**config.mk**
```make
export PLATFORM = sky130hd
export DESIGN_NAME = branch_history_table
export DESIGN_NICKNAME = d
export VERILOG_FILES = /design/src/rtl/branch_history_table.sv
export SDC_FILE = /design/constraint.sdc
export NUM_CORES = 1
export LEC_CHECK = 0
export BUFFER_PORTS_ARGS = -buffer_cell sky130_fd_sc_hd__buf_2
export CAP_MARGIN = 20
export CORE_UTILIZATION = 50
export DETAILED_ROUTE_END_ITERATION = 6
export PLACE_DENSITY = 0.7
export SYNTH_ARGS = -nofsm -noshare
export SYNTH_HDL_FRONTEND = slang
export SYNTH_SLANG_ARGS = --single-unit
```
**constraint.sdc**
```tcl
create_clock -name clk -period 4.25 [get_ports clk]
set_clock_uncertainty 0.1 [all_clocks]
set_input_delay 0.2125 -clock clk [delete_from_list [all_inputs] [get_ports clk]]
set_output_delay 0.2125 -clock clk [all_outputs]
set_load 0.1 [all_outputs]
```
**src/rtl/branch_history_table.sv**
```systemverilog
// ============================================================================
// branch_history_table : gshare predictor, 64 x 2-bit counters, 6-bit GHR
// Revision 1.0 - initial release
// ============================================================================
`default_nettype none

module branch_history_table #(
  parameter int         ENTRIES     = 64,
  parameter logic [1:0] RESET_VALUE = 2'b01
) (
  input  logic        clk,
  input  logic        rst_n,
  input  logic        req_valid,
  input  logic [31:0] req_pc,
  output logic        resp_valid,
  output logic [7:0]  resp,
  input  logic        spec_valid,
  input  logic        spec_taken,
  input  logic        upd_valid,
  input  logic [31:0] upd_pc,
  input  logic [5:0]  upd_history,
  input  logic        upd_taken,
  input  logic        upd_mispredict,
  output logic [5:0]  history
);

  localparam int IDX_W = 6;

  logic [1:0]       cnt_q [ENTRIES];
  logic [IDX_W-1:0] ghr_q, ghr_d;
  logic             resp_valid_q;
  logic [7:0]       resp_q, resp_d;

  logic [IDX_W-1:0] w_idx;
  logic [IDX_W-1:0] w_uidx;
  logic [1:0]       w_ucur;
  logic [1:0]       w_unext;

  // Pure XOR hash; pc[1:0] and pc[31:8] never participate.
  assign w_idx  = req_pc[7:2] ^ ghr_q;
  assign w_uidx = upd_pc[7:2] ^ upd_history;
  assign w_ucur = cnt_q[w_uidx];

  always_comb begin
    w_unext = w_ucur;
    if (upd_taken) begin
      if (w_ucur != 2'b11) w_unext = w_ucur + 2'b01;
    end else begin
      if (w_ucur != 2'b00) w_unext = w_ucur - 2'b01;
    end
  end

  // A repair wins over a same-cycle speculative shift: that fetch is killed.
  always_comb begin
    ghr_d = ghr_q;
    if (upd_valid && upd_mispredict) begin
      ghr_d = {upd_history[4:0], upd_taken};
    end else if (spec_valid) begin
      ghr_d = {ghr_q[4:0], spec_taken};
    end
  end

  always_comb begin
    resp_d = resp_q;
    if (req_valid) resp_d = {ghr_q, cnt_q[w_idx]};
  end

  always_ff @(posedge clk or negedge rst_n) begin
    if (!rst_n) begin
      ghr_q        <= '0;
      resp_valid_q <= 1'b0;
      resp_q       <= 8'h00;
    end else begin
      ghr_q        <= ghr_d;
      resp_valid_q <= req_valid;
      resp_q       <= resp_d;
    end
  end

  // Lookup reads the pre-update array, so a same-index update is not bypassed.
  always_ff @(posedge clk or negedge rst_n) begin
    if (!rst_n) begin
      for (int i = 0; i < ENTRIES; i++) cnt_q[i] <= RESET_VALUE;
    end else if (upd_valid) begin
      cnt_q[w_uidx] <= w_unext;
    end
  end

  assign resp_valid = resp_valid_q;
  assign resp       = resp_q;
  assign history    = ghr_q;

endmodule

`default_nettype wire
```
==> impl_metrics.toml <==
[finish]
area_growth_pct = 14.20
final_cells = 1011
final_common_cell = "nand2_1"
nNetsFinal = 860
drive_gt1_frac = 0.3836
insertedDiodeCount = 0
final_cell_mix = "nand2_1 (217), dfrtp_1 (79), o21ai_1 (65)"

[cts]
postCtsSetupBuffers = 0
clk_latency_ns = 0.44
cts.sinks = 143
cts_tree = "done"
cts_made_buffers = 17
root_buffer = "clkbuf_16"
clk_path_buf_depth = 2
clkTransAtPathRegs_ns = 0.06
htreeDepth = 4

[synthesis]
synth_cells = 734
yosysSeqAreaShare = 0.4403
synth_compound_area_frac = 0.1754
synthSimpleGateAreaFrac = 0.1242
avgSynthCellArea_um2 = 11.32
yosys.area_share.xor_xnor = 0.01988
ys_dominant_reg_cell = "dfrtp_1"
async_reset_ff_frac = 1.000
synthesis.area_um2 = 8309
synth-edff-count = 0
ys_warn_count = 0
synth_mux_area_frac = 0.1961
syn_nets = 812
synth_cell_types = 47
ys_seq_elements = 143
synthAdderAreaFrac = 0
synth_top_family_by_area = "multiplexers"

[min_path]
min_path_type = "in -> reg"
hold_depth = 3

[route]
drt.antenna.violating_nets = 0
drc = 0
drtIter0Drc = 635
firstDrtPassIters = 6
viasPerCell = 6.312
wl_um = 22730
num_vias = 6381
wl_per_cell_um = 22.48

[timing]
worstMarginPinSlew_ns = 1.044
rsz0062_at_grt = "no"
setup_ws_ns = 0.2869
holdWs_ns = 0.01291
final_hold_viol_count = 0
min_period_over_period = 0.9325
max_freq_mhz = 252.3
finalSetupViolations = 0
slew_viol_final = 0
slew-limit-headroom = 0.3042
fin_setup_tns_ns = 0
timing.final.crit_period_ns = 3.963

[power]
swShare = 0.3369
irDropWorstVdd_v = 0.0003954
power.switching_mw = 1.632
p_clk_frac = 0.315
p_comb_frac = 0.292
p_int_mw = 3.212
leakage_nw = 3.694
pwr-share-seq = 0.393
cellPowerDensity_nw_per_um2 = 510.5

[setup_path]
crit_top_cell = "buf_4"
crit_cells = 12
reg2reg_depth = 6
cpPeakStageDelay_ns = 0.83
startpoint = "upd_history[0]"
r2r-end = "resp[1]$_DFFE_PN0P_"
end_kind = "flip-flop"
worstPathRequired_ns = 4.46
rr_startpoint = "history[0]$_DFFE_PN0P_"
path_max_fanout = 24
start_kind = "input port"
crit_buf_inv = 4
crit_end = "cnt_q[99]$_DFFE_PN0P_"
crit_family = "buffers and inverters"
crit_chain = "dlygate4sd3_1 -> buf_2 -> xor2_4 -> buf_4 -> mux4_2 -> a22oi_1 -> a21oi_1 -> or4_4 -> nand2_1 -> a31o_2 -> buf_4 -> o21ai_1"
worstSetupPathType = "in -> reg"
r2r_setup_slack_ns = 1.15
arrival_ns = 4.17
critPathSlowestCell = "xor2_4"

[floorplanning]
die_h_um = 130.9
coreArea_um2 = 16060
dieArea_um2 = 17140
num_rows = 46
die-width_um = 130.9
initial_core_util = 0.5175
io_pins = 93

[place]
dp.cells = 973
dpl_worst_slack_ns = 0.4104
place_hpwl_um = 15070
gp_congestion = 0.8623
portBuffers = 40

[global_route]
grt_first_pass_wirelength_um = 35810
grtUsageTotal = 0.2903
grt_max_degree = 111
overflow = 0
grt_pass1_vias = 6385
antenna_found_initial = 0

[run]
drv_cap = 0

[outcome]
status = "finished, final reports clean"
final cells by class:
type | count | area, um^2
fill | 1287 | 6569
multi-input combinational | 541 | 4387
sequential | 143 | 3659
timing repair buffer | 79 | 576.8
clock buffer | 26 | 489.2
tap | 216 | 270.3
clock inverter | 6 | 107.6
cell families (layout without fill, tap and decap cells):
logic type / after synthesis / count (layout)
and+or+nand+nor: 259 / 259
buffers and inverters: 50 / 111
DFF: 143 / 143
muxes: 86 / 86
AOI/OAI and AO/OA: 178 / 178
xor gates and xnor gates: 18 / 18
metrics by stage:
step | area [um^2] | utilization | power [mW]
3_5_place_dp | 8832 | 0.5500 | 3.316
4_1_cts | 9489 | 0.5909 | 4.856
2_1_floorplan | 8309 | - | 2.954
6_report | 9489 | 0.5909 | 4.844
3_3_place_gp | 8832 | 0.5500 | 3.261
5_1_grt | 9489 | 0.5909 | 5.038
registers in the layout (all words and copies together), names as in the netlist:
signal and cells:
resp_valid 1, resp 8, history 6, cnt_q 128
synth_stat cells, drive strengths merged, types with 3 or more instances:
library cell    n  area share
nand3          13      0.0078
o31ai          64       0.094
o21ai          74       0.045
clkbuf         17      0.0077
a22oi           8      0.0072
a21oi           7      0.0042
nand2         217       0.098
mux2           11       0.015
dfrtp          79        0.24
xor2           11       0.012
mux4           60        0.16
nor2            9      0.0047
mux2i          15       0.018
xnor2           7      0.0074
buf            33       0.036
dfstp          64        0.20
o221ai          3      0.0032
nor3           13      0.0078
worst min path at each step:
stage	from	end	slack, ns
after floorplan	rst_n	cnt_q[101]$_DFFE_PN0P_	-0.18
after global placement	rst_n	cnt_q[117]$_DFFE_PN0P_	0.30
after detailed placement	rst_n	cnt_q[117]$_DFFE_PN0P_	0.31
after CTS	upd_history[3]	history[4]$_DFFE_PN0P_	0.005
after global routing	upd_history[4]	history[5]$_DFFE_PN0P_	0.03
final	upd_history[1]	history[2]$_DFFE_PN0P_	0.01
power groups by stage:
stage	Combinational, mW	Sequential (mW)	Clock [mW]
detailed placement	1.40	1.91	0
global placement	1.37	1.89	0
CTS	1.41	1.90	1.54
global route	1.50	1.93	1.60
floorplan	0.933	2.02	0
finish	1.42	1.90	1.53
repair_timing:
action / CTS / global route
resized for setup: 0 / 0
endpoints found under the hold margin: 66 / 0
hold buffers: 6 / 0
worst min-delay path, stage by stage:
cell and delay, ns:
buf_2 0.15, nand2_1 0.06, o21ai_0 0.08
metal layers:
| metal | global-route usage | routed length (um) |
|---|---|---|
| met2 | 0.4594 | 10790 |
| met1 | 0.3811 | 9177 |
| met4 | 0.1393 | 744 |
| met3 | 0.06474 | 2022 |
| met5 | 0 | 0 |
Power figures use the tool's default switching activity.
